File: config.mk
export PLATFORM = sky130hd
export DESIGN_NAME = regfile_dump_flat
export DESIGN_NICKNAME = d
export VERILOG_FILES = /design/src/rtl/regfile_dump_if.sv /design/src/rtl/regfile_dump.sv /design/src/flat_wrapper.sv
export SDC_FILE = /design/constraint.sdc
export NUM_CORES = 1
export LEC_CHECK = 0
export ABC_CLOCK_PERIOD_IN_PS = 1900
export BUFFER_PORTS_ARGS = -buffer_cell sky130_fd_sc_hd__buf_4
export CORE_MARGIN = 2
export CORE_UTILIZATION = 45
export CTS_CLUSTER_SIZE = 12
export DETAILED_ROUTE_END_ITERATION = 16
export HOLD_SLACK_MARGIN = 0.1
export PLACE_DENSITY = 0.83
export SKIP_CTS_REPAIR_TIMING = 1
export SLEW_MARGIN = 25
export SYNTH_ARGS = -nofsm -noshare
export SYNTH_HDL_FRONTEND = slang
export SYNTH_SLANG_ARGS = --single-unit
File: constraint.sdc
create_clock -name clock -period 1.9 [get_ports clock]
set_input_delay 0.095 -clock clock [delete_from_list [all_inputs] [get_ports clock]]
set_output_delay 0.095 -clock clock [all_outputs]
set_load 0.01 [all_outputs]
File: src/rtl/regfile_dump_if.sv
// Request/read-port/stream bundle between regfile_dump and its register file and consumer.
// slave = the dump engine, master = whoever drives start/range, read data and out_ready.
interface regfile_dump_if #(
    parameter int DATA_W = 32,
    parameter int ADDR_W = 5
);
    logic              ctrl_start;
    logic [ADDR_W-1:0] ctrl_firstReg;
    logic [ADDR_W-1:0] ctrl_lastReg;
    logic [ADDR_W-1:0] ctrl_readReg;
    logic [DATA_W-1:0] data_readReg;
    logic              out_valid;
    logic              out_ready;
    logic [DATA_W-1:0] out_data;
    logic [ADDR_W-1:0] out_addr;
    logic              out_last;
    logic              out_sum;
    logic              busy;
    logic              done;

    modport slave (
        input  ctrl_start, ctrl_firstReg, ctrl_lastReg, data_readReg, out_ready,
        output ctrl_readReg, out_valid, out_data, out_addr, out_last, out_sum, busy, done
    );

    modport master (
        output ctrl_start, ctrl_firstReg, ctrl_lastReg, data_readReg, out_ready,
        input  ctrl_readReg, out_valid, out_data, out_addr, out_last, out_sum, busy, done
    );
endinterface

File: src/rtl/regfile_dump.sv
// Walks registers first..last (wrapping mod 32) through one read port and streams them out; optional XOR checksum beat under REGFILE_DUMP_CHECKSUM_EN.
// Latency: start accepted in cycle N gives first out_valid in N+2; sustained 1 beat per 2 cycles; done pulses the cycle after the final handshake.
// Backpressure: a beat holds valid/data/addr/last/sum stable until out_ready; nothing advances without the handshake.
module regfile_dump #(
    parameter int DATA_W = 32,
    parameter int ADDR_W = 5
) (
    input  logic           clock,
    input  logic           ctrl_reset,
    regfile_dump_if.slave  bus
);
    typedef enum logic [1:0] {S_IDLE, S_FETCH, S_SEND, S_FIN} state_e;

    state_e            state_q,     state_d;
    logic [ADDR_W-1:0] ptr_q,       ptr_d;
    logic [ADDR_W-1:0] last_q,      last_d;
    logic              out_valid_q, out_valid_d;
    logic [DATA_W-1:0] out_data_q,  out_data_d;
    logic [ADDR_W-1:0] out_addr_q,  out_addr_d;
    logic              out_last_q,  out_last_d;
    logic              busy_q,      busy_d;
`ifdef REGFILE_DUMP_CHECKSUM_EN
    logic [DATA_W-1:0] acc_q,       acc_d;
    logic              out_sum_q,   out_sum_d;
`endif

    wire handshake = out_valid_q && bus.out_ready;
    wire at_last   = (ptr_q == last_q);

    always_comb begin
        state_d     = state_q;
        ptr_d       = ptr_q;
        last_d      = last_q;
        out_valid_d = out_valid_q;
        out_data_d  = out_data_q;
        out_addr_d  = out_addr_q;
        out_last_d  = out_last_q;
        busy_d      = busy_q;
`ifdef REGFILE_DUMP_CHECKSUM_EN
        acc_d       = acc_q;
        out_sum_d   = out_sum_q;
`endif
        case (state_q)
            S_IDLE: begin
                if (bus.ctrl_start) begin
                    ptr_d   = bus.ctrl_firstReg;
                    last_d  = bus.ctrl_lastReg;
                    busy_d  = 1'b1;
                    state_d = S_FETCH;
`ifdef REGFILE_DUMP_CHECKSUM_EN
                    acc_d   = '0;
`endif
                end
            end
            S_FETCH: begin
                out_data_d  = bus.data_readReg;
                out_addr_d  = ptr_q;
                out_valid_d = 1'b1;
`ifdef REGFILE_DUMP_CHECKSUM_EN
                out_last_d  = 1'b0;
                out_sum_d   = 1'b0;
`else
                out_last_d  = at_last;
`endif
                state_d     = S_SEND;
            end
            S_SEND: begin
                if (handshake) begin
`ifdef REGFILE_DUMP_CHECKSUM_EN
                    if (out_sum_q) begin
                        out_valid_d = 1'b0;
                        state_d     = S_FIN;
                    end else if (at_last) begin
                        // Checksum beat follows straight on; valid stays high.
                        acc_d      = acc_q ^ out_data_q;
                        out_data_d = acc_q ^ out_data_q;
                        out_addr_d = '0;
                        out_last_d = 1'b1;
                        out_sum_d  = 1'b1;
                    end else begin
                        acc_d       = acc_q ^ out_data_q;
                        out_valid_d = 1'b0;
                        ptr_d       = ptr_q + ADDR_W'(1);
                        state_d     = S_FETCH;
                    end
`else
                    out_valid_d = 1'b0;
                    if (out_last_q) begin
                        state_d = S_FIN;
                    end else begin
                        ptr_d   = ptr_q + ADDR_W'(1);
                        state_d = S_FETCH;
                    end
`endif
                end
            end
            S_FIN: begin
                busy_d  = 1'b0;
                state_d = S_IDLE;
            end
            default: state_d = S_IDLE;
        endcase
    end

    always_ff @(posedge clock or negedge ctrl_reset) begin
        if (!ctrl_reset) begin
            state_q     <= S_IDLE;
            ptr_q       <= '0;
            last_q      <= '0;
            out_valid_q <= 1'b0;
            out_data_q  <= '0;
            out_addr_q  <= '0;
            out_last_q  <= 1'b0;
            busy_q      <= 1'b0;
`ifdef REGFILE_DUMP_CHECKSUM_EN
            acc_q       <= '0;
            out_sum_q   <= 1'b0;
`endif
        end else begin
            state_q     <= state_d;
            ptr_q       <= ptr_d;
            last_q      <= last_d;
            out_valid_q <= out_valid_d;
            out_data_q  <= out_data_d;
            out_addr_q  <= out_addr_d;
            out_last_q  <= out_last_d;
            busy_q      <= busy_d;
`ifdef REGFILE_DUMP_CHECKSUM_EN
            acc_q       <= acc_d;
            out_sum_q   <= out_sum_d;
`endif
        end
    end

    // Read port is only addressed while fetching; zero otherwise so idle dumps are quiet.
    assign bus.ctrl_readReg = (state_q == S_FETCH) ? ptr_q : '0;
    assign bus.out_valid    = out_valid_q;
    assign bus.out_data     = out_data_q;
    assign bus.out_addr     = out_addr_q;
    assign bus.out_last     = out_last_q;
    assign bus.busy         = busy_q;
    assign bus.done         = (state_q == S_FIN);
`ifdef REGFILE_DUMP_CHECKSUM_EN
    assign bus.out_sum      = out_sum_q;
`else
    assign bus.out_sum      = 1'b0;
`endif
endmodule
File: src/flat_wrapper.sv
// flat-port wrapper written by rule: the top's interface ports become plain ports
module regfile_dump_flat 
#(
    parameter int DATA_W = 32,
    parameter int ADDR_W = 5
)
  (clock, ctrl_reset, bus_ctrl_start, bus_ctrl_firstReg, bus_ctrl_lastReg, bus_data_readReg, bus_out_ready, bus_ctrl_readReg, bus_out_valid, bus_out_data, bus_out_addr, bus_out_last, bus_out_sum, bus_busy, bus_done);
  regfile_dump_if #(.DATA_W(DATA_W), .ADDR_W(ADDR_W)) bus_i ();
  input  logic clock;
  input  logic ctrl_reset;
  input wire logic [$bits(bus_i.ctrl_start)-1:0] bus_ctrl_start;
  input wire logic [$bits(bus_i.ctrl_firstReg)-1:0] bus_ctrl_firstReg;
  input wire logic [$bits(bus_i.ctrl_lastReg)-1:0] bus_ctrl_lastReg;
  input wire logic [$bits(bus_i.data_readReg)-1:0] bus_data_readReg;
  input wire logic [$bits(bus_i.out_ready)-1:0] bus_out_ready;
  output wire logic [$bits(bus_i.ctrl_readReg)-1:0] bus_ctrl_readReg;
  output wire logic [$bits(bus_i.out_valid)-1:0] bus_out_valid;
  output wire logic [$bits(bus_i.out_data)-1:0] bus_out_data;
  output wire logic [$bits(bus_i.out_addr)-1:0] bus_out_addr;
  output wire logic [$bits(bus_i.out_last)-1:0] bus_out_last;
  output wire logic [$bits(bus_i.out_sum)-1:0] bus_out_sum;
  output wire logic [$bits(bus_i.busy)-1:0] bus_busy;
  output wire logic [$bits(bus_i.done)-1:0] bus_done;
  assign bus_i.ctrl_start = bus_ctrl_start;
  assign bus_i.ctrl_firstReg = bus_ctrl_firstReg;
  assign bus_i.ctrl_lastReg = bus_ctrl_lastReg;
  assign bus_i.data_readReg = bus_data_readReg;
  assign bus_i.out_ready = bus_out_ready;
  assign bus_ctrl_readReg = bus_i.ctrl_readReg;
  assign bus_out_valid = bus_i.out_valid;
  assign bus_out_data = bus_i.out_data;
  assign bus_out_addr = bus_i.out_addr;
  assign bus_out_last = bus_i.out_last;
  assign bus_out_sum = bus_i.out_sum;
  assign bus_busy = bus_i.busy;
  assign bus_done = bus_i.done;
  regfile_dump #(.DATA_W(DATA_W), .ADDR_W(ADDR_W)) u_core (.clock(clock), .ctrl_reset(ctrl_reset), .bus(bus_i));
endmodule
Word level (Yosys, flattened, before mapping)
Index checks and enable logic that the tools add are counted.
W data, S select, Z words.
{"block": "totals", "input_bits": 46, "out_inout_bits": 47, "wordCells": 39, "ff_bits": 52}
{"block": "classes", "add_sub_neg": 1, "n_eq_ne": 7, "reduce_logical": 10, "n_mux": 13}
{"operator": "$mux W5", "n": 4}
{"operator": "$pmux W5 S2", "n": 1}
{"operator": "$pmux W2 S4", "n": 1}
{"operator": "$reduce_and A2 Y1", "n": 4}
{"operator": "$mux W2", "n": 3}
{"operator": "$reduce_bool A2 Y1", "n": 3}
{"operator": "$add A5 B1 Y5 const B", "n": 1}
{"operator": "$eq A5 B5 Y1", "n": 1}
{"operator": "$eq A2 B2 Y1 const B", "n": 2}
{"operator": "$ne A2 B2 Y1 const B", "n": 2}
{"operator": "$pmux W1 S2", "n": 2}
{"operator": "$reduce_and A4 Y1", "n": 1}
{"operator": "$eq A2 B1 Y1 const B", "n": 1}
{"operator": "$logic_not A2 Y1", "n": 1}
{"operator": "$mux W1", "n": 2}
{"operator": "$ne A2 B1 Y1 const B", "n": 1}
{"operator": "$logic_and A1 B1 Y1", "n": 1}

Longest topological paths before layout
Gate-level depths: netlist of run 1.
{"block": "depth", "ltp_word": 4, "ltp_mapped": 6, "depth_no_buf": 4}

Worst setup path after synthesis of run 1
OpenSTA, ideal clock, no wires.
{"block": "synth_timing", "path_type": "register -> register", "from": "reg u_core.state_q[0]", "to": "reg u_core.last_q[0]", "path_buffers": 2, "required_ps": 1772, "stages_incl_launch_ff": 5, "slack_ps": 569, "arrival_ps": 1203, "setup_time_ps": 128, "path_cell_list": "dfrtp_1 > buf_2 > nor3b_2 > buf_4 > mux2_1"}
{"block": "synth_between", "elab_chain_cells": 2}
{"element": "start: declaration", "line_no": "regfile_dump.sv:14", "rtl": "state_e state_q, state_d;"}
{"element": "start signal: assignment", "line_no": "regfile_dump.sv:120", "rtl": "state_q <= state_d;"}
{"element": "$logic_not A2 Y1", "line_no": "regfile_dump.sv:43", "rtl": "case (state_q)"}
{"element": "$reduce_and A2 Y1 (no source line)"}
{"element": "end signal: assignment", "line_no": "regfile_dump.sv:122", "rtl": "last_q <= last_d;"}
{"element": "end: declaration", "line_no": "regfile_dump.sv:16", "rtl": "logic [ADDR_W-1:0] last_q, last_d;"}
No other way between the ends.
A chain may end at the register's enable or synchronous reset.

Worst setup path after layout of run 1
{"block": "layout_timing", "from": "reg u_core.state_q[0]", "to": "out bus_ctrl_readReg[3]"}
{"block": "layout_between", "elab_chain_cells": 2}
{"element": "$eq A2 B1 Y1", "line_no": "regfile_dump.sv:136", "rtl": "assign bus.ctrl_readReg = (state_q == S_FETCH) ? ptr_q : '0;"}
{"element": "$mux W5", "line_no": "regfile_dump.sv:136"}
{"element": "end: declaration", "line_no": "flat_wrapper.sv:16", "rtl": "output wire logic [$bits(bus_i.ctrl_readReg)-1:0] bus_ctrl_readReg;"}
No other way between the ends.

==> qor.yml, run 1 <==
layout:
  nets: 401
  insertedDiodeCount: 0
  fill_cells: 363
  syn2layout_area_growth_pct: 55.1
  instances_no_fill: 422
  drive_gt1_share_pct: 30.4
  fin_area_um2: 3410
global_route:
  grt_max_degree: 53
  antenna_found_initial: 0
  grt_pass1_vias: 1706
  grt_use_total_pct: 18.7
  grt_pass1_wl_um: 7880
  grt.overflow.total: 0
sta:
  setup-violations-final: 0
  max_slew_margin_pct: 57.2
  hold_violations: 0
  finalCritPeriodShare_pct: 86.6
  tns_ns: 0
  clock.fmax_ghz: 0.608
  period_minus_slack_ns: 1.64
  fin_skew_ns: 0.00378
  rsz0062_at_grt: "no"
  tightest_slew_ns: 0.642
  slew_violations: 0
floorplan:
  core_area_um2: 4720
  rows: 25
  start_util_pct: 46.6
  fp.dieH_um: 74.0
  fp.dieW_um: 74.0
  die_area_um2: 5470
  ios: 93
synth:
  syn-num-nets: 273
  syn_area_per_cell_um2: 9.74
  yosys.cell_types.count: 32
  synth_area_leaders: "dfrtp_1 (59%), nand2_1 (17%), mux2_1 (2.6%)"
  synth-seq-area-share_pct: 59.1
  ys_warn_count: 0
  synth_top_area_share_pct: 59.1
  yosys.area.top_type: "dfrtp_1"
  ys_seq_elements: 52
  syn-cell-area_um2: 2200
  syn_inst: 226
cts:
  clkTransAtPathRegs_ns: 0.09
  insertion_delay_ns: 0.29
  h-tree-depth: 2
  clockRootBuffer: "clkbuf_8"
  cts.sinks: 52
  cts_buffers: 5
  cts_tree: "done"
  ctsLongestPathBuffers: 2
pwr:
  pwr_density_cell_nw_per_um2: 1490
  pwr-share-clk_pct: 12.3
  peakVddDrop_mv: 0.773
  seq_power_share_pct: 40.3
  swShare_pct: 38.0
  power.switching_mw: 1.94
  total_leakage_power_nw: 1.82
  p_int_mw: 3.16
  pwr-share-comb_pct: 47.4
drt:
  drtPass1Iterations: 4
  final_antenna_net_count: 0
  drt_first_iter_violations: 113
  drc: 0
  wl_per_cell_um: 13.7
  wl_um: 5780
  vias: 1984
  viasPerCell: 4.70
run_status:
  status: "complete, no violations"
place:
  dpl.cell_count: 376
  numPortBuffers: 91
  dp_hpwl_um: 3600
  globalplace.congestion: 0.938
  placed_cell_area_um2: 2940
flow_run:
  drv_cap: 0
setup_path:
  endpoint_kind: "primary output"
  cp.arrival_ns: 1.55
  setup.worst_path.start_class: "register"
  path_class: "reg -> out"
  worstPathRequired_ns: 1.80
  crit_fanout: 10
hold_path:
  hp-class: "in -> reg"
logic make-up after synthesis:
logic type,after synthesis,synth area share (%)
flops,52,59.1
compound gates,23,7.56
mux,6,3.01
other cells,1,0.170
simple gates,119,23.5
fa+ha+maj,1,0.568
xor+xnor,5,1.99
buf+inv,19,4.09
path summary, 6_finish.rpt:
check / from / slack, ns / endpoint / cells after the start
setup / recovery: u_core.state_q[0] / 0.26 / bus_ctrl_readReg[3] / 3
hold / removal: bus_ctrl_firstReg[1] / 0.11 / u_core.ptr_q[1] / 3
setup reg to reg: u_core.state_q[0] / 0.50 / u_core.bus.out_data[2] / 4
hold reg to reg: u_core.bus.out_data[24] / 0.48 / u_core.bus.out_data[24] / 2
max in group asynchronous: ctrl_reset / 1.11 / u_core.bus.out_addr[0] / 2
min in group asynchronous: ctrl_reset / 0.36 / u_core.bus.out_data[23] / 2
final cells by class:
cell class,instances,area [µm²],area share (%)
clock buffers,6,82.6,2.42
inverters,6,22.5,0.660
repair buffers,134,1100,32.2
well taps,67,83.8,2.46
clock inverters,2,10.0,0.293
flip-flops and latches,52,1300,38.1
multi-input cells,155,813,23.8
flip-flops by register name, summed over array words and instances (netlist names):
name,count
u_core.ptr_q,5
u_core.bus.out_valid,1
u_core.bus.out_last,1
u_core.bus.out_data,32
u_core.last_q,5
u_core.bus.busy,1
u_core.bus.out_addr,5
u_core.state_q,2
layer usage:
metal / part of all wire (%) / GRT usage, % / vias to the layer above
met5: 0 / 0 / -
met4: 0.78 / 5.66 / 0
met3: 6.5 / 5.56 / 6
met2: 51 / 30.5 / 78
met1: 42 / 24.5 / 923
li1: - / - / 977
stage by stage:
stage               total power, mW  worst slack, ns  hold WS (ns)  utilization, %
detailed placement             4.41            0.522         0.168            62.3
finish                         5.10            0.255         0.108            72.3
global route                   5.52            0.139         0.113            72.3
CTS                            5.04            0.242        -0.160            64.2
global placement               4.31            0.557         0.167            62.3
floorplan                      3.33            0.569        -0.201               -
cells in the mapped netlist (all sizes together):
library cell	n
nor2	2
o21ai	1
ha	1
nand2	98
nand2b	2
dfrtp	52
conb	1
nor2b	2
a2bb2oi	1
mux2i	1
a21o	6
nand3	2
and3	1
mux2	5
xnor2	5
a22oi	3
o2bb2ai	4
and2	4
a22o	1
inv	6
nand3b	1
clkbuf	2
or3b	1
nor3b	3
a21oi	2
and4b	3
buf	11
o22ai	5
critical path, cell delays in order, from the launching register on:
cell     delay, ns
dfrtp_1       0.51
nor2b_2       0.40
and2_1        0.22
buf_4         0.13
cell usage in the layout (no fill, tap or decap), drive strengths merged, types with 2 or more instances in the layout:
cell,instances
a21o,6
a21oi,2
a22oi,3
and2,4
and4b,3
buf,96
clkbuf,6
clkinv,2
dfrtp,52
dlygate4sd3,38
inv,6
mux2,5
nand2,98
nand2b,2
nand3,2
nor2,2
nor2b,2
nor3b,3
o22ai,5
o2bb2ai,4
xnor2,5
power by group through the flow:
stage	Sequential (mW)	Combinational (mW)	Clock [mW]
2_1_floorplan	2.15	1.18	0
3_3_place_gp	2.04	2.27	0
3_5_place_dp	2.06	2.35	0
4_1_cts	2.04	2.35	0.652
5_1_grt	2.13	2.70	0.698
6_report	2.05	2.42	0.625
Note: power is estimated with default switching activity, not from simulation.
==> run 2, diff against run 1 <==
- RECOVER_POWER: unset -> 25
- REMOVE_ABC_BUFFERS: unset -> 1
==> run 2 against run 1 <==
- fmax up 1.7%
- largest cell class unchanged
- design area unchanged
- critical path type unchanged
- critical path depth unchanged
- highest routed layer unchanged
- largest power group unchanged
==> qor.yml, run 2 (synthesis results as in run 1) <==
layout:
  nets: 401
  final_cell_mix: "nand2_1 (98), buf_4 (94), dfrtp_1 (52), dlygate4sd3_1 (38), a21o_1 (6)"
  largest_reg_flops: 32
  drive_gt1_share_pct: 29.7
  fill_cells: 339
  layout_commonest_cell: "nand2_1"
  insertedDiodeCount: 0
  fin_area_um2: 3410
  syn2layout_area_growth_pct: 55.1
pwr:
  pwr_density_cell_nw_per_um2: 1530
  peakVddDrop_mv: 0.724
  total_leakage_power_nw: 1.81
setup_path:
  worstPathRequired_ns: 1.80
  path_class: "reg -> out"
  crit_fanout: 10
  endpoint_kind: "primary output"
  setup.worst_path.start_class: "register"
  cp.arrival_ns: 1.52
drt:
  viasPerCell: 4.85
  drtPass1Iterations: 4
  vias: 2035
  final_antenna_net_count: 0
  drc: 0
  wl_um: 6080
  wl_per_cell_um: 14.5
  drt_first_iter_violations: 133
place:
  dp_hpwl_um: 3650
  numPortBuffers: 91
  globalplace.congestion: 0.873
  dp_slack_ns: 0.444
  placed_cell_area_um2: 2940
sta:
  fin_skew_ns: 0.00610
  period_minus_slack_ns: 1.62
  rsz0062_at_grt: "no"
  setup_ws_ns: 0.283
  hold_violations: 0
  tns_ns: 0
  slew_violations: 0
  max_slew_margin_pct: 14.8
  setup-violations-final: 0
  clock.fmax_ghz: 0.618
  finalCritPeriodShare_pct: 85.1
  tightest_slew_ns: 1.28
global_route:
  antenna_found_initial: 0
  grt.overflow.total: 0
  grt_pass1_vias: 1660
  grt_use_total_pct: 18.5
  grt_max_degree: 53
  grt_pass1_wl_um: 7820
floorplan:
  start_util_pct: 46.6
  fp.dieH_um: 74.0
  rows: 25
  die_area_um2: 5470
  fp.dieW_um: 74.0
  ios: 93
  core_area_um2: 4720
cts:
  cts_tree: "done"
  insertion_delay_ns: 0.30
  clockRootBuffer: "clkbuf_8"
  cts.sinks: 52
  cts_buffers: 5
  h-tree-depth: 2
  ctsLongestPathBuffers: 2
  clkTransAtPathRegs_ns: 0.09
hold_path:
  hp-class: "in -> reg"
run_status:
  status: "complete, no violations"
flow_run:
  drv_cap: 0
-- run 2: cell count changes in the layout (fill, tap and decap cells not counted) --
cell	delta
bufinv_16	+1
buf_4	-2
clkinv_2	-2
clkbuf_8	-1
clkbuf_2	+1
clkbuf_1	+1
-- run 2: routing by layer --
layer	wire, µm	GRT usage [%]	vias to the layer above	part of all wire [%]
met2	2900	27.7	77	48
met3	479	4.20	7	7.9
li1	-	-	974	-
met1	2640	26.7	977	43
met5	0	0	-	0
met4	63	6.46	0	1.0
-- run 2: area by class of cell --
cell class | count | area (µm²) | area share [%]
Sequential cell | 52 | 1300 | 38.1
Multi-Input combinational cell | 155 | 813 | 23.8
Timing Repair Buffer | 134 | 1090 | 32.1
Tap cell | 67 | 83.8 | 2.46
Clock inverter | 1 | 30.0 | 0.879
Inverter | 6 | 22.5 | 0.660
Clock buffer | 5 | 68.8 | 2.02
-- run 2: worst paths after layout --
path / start / end / slack, ns / cells past startpoint
setup reg to reg: u_core.state_q[0] / u_core.bus.out_data[3] / 0.36 / 4
hold reg to reg: u_core.bus.out_data[15] / u_core.bus.out_data[15] / 0.48 / 2
min in group asynchronous: ctrl_reset / u_core.bus.out_data[12] / 0.64 / 2
setup / recovery: u_core.state_q[0] / bus_ctrl_readReg[1] / 0.28 / 3
hold / removal: bus_ctrl_firstReg[3] / u_core.ptr_q[3] / 0.12 / 3
max in group asynchronous: ctrl_reset / u_core.last_q[3] / 0.50 / 2
-- run 2: metrics by stage --
step	power (mW)	hold WS (ns)	util (%)	cells
after detailed placement	4.39	0.164	62.3	376
after floorplan	3.24	-0.201	-	213
after global placement	4.32	0.162	62.3	376
after CTS	5.12	-0.164	64.4	382
after global routing	5.59	0.130	72.3	420
final	5.23	0.123	72.3	420
-- run 2: worst max-delay path, cell delays in order (launching register included) --
cell     delay, ns
dfrtp_1       0.53
nor2b_2       0.35
and2_1        0.21
buf_4         0.14
-- run 2: power by group --
| group | switching, mW | internal (mW) | total [mW] |
|---|---|---|---|
| registers | 0.424 | 1.65 | 2.07 |
| logic | 1.22 | 1.22 | 2.44 |
| clock network | 0.341 | 0.379 | 0.719 |
| total | 1.99 | 3.24 | 5.23 |
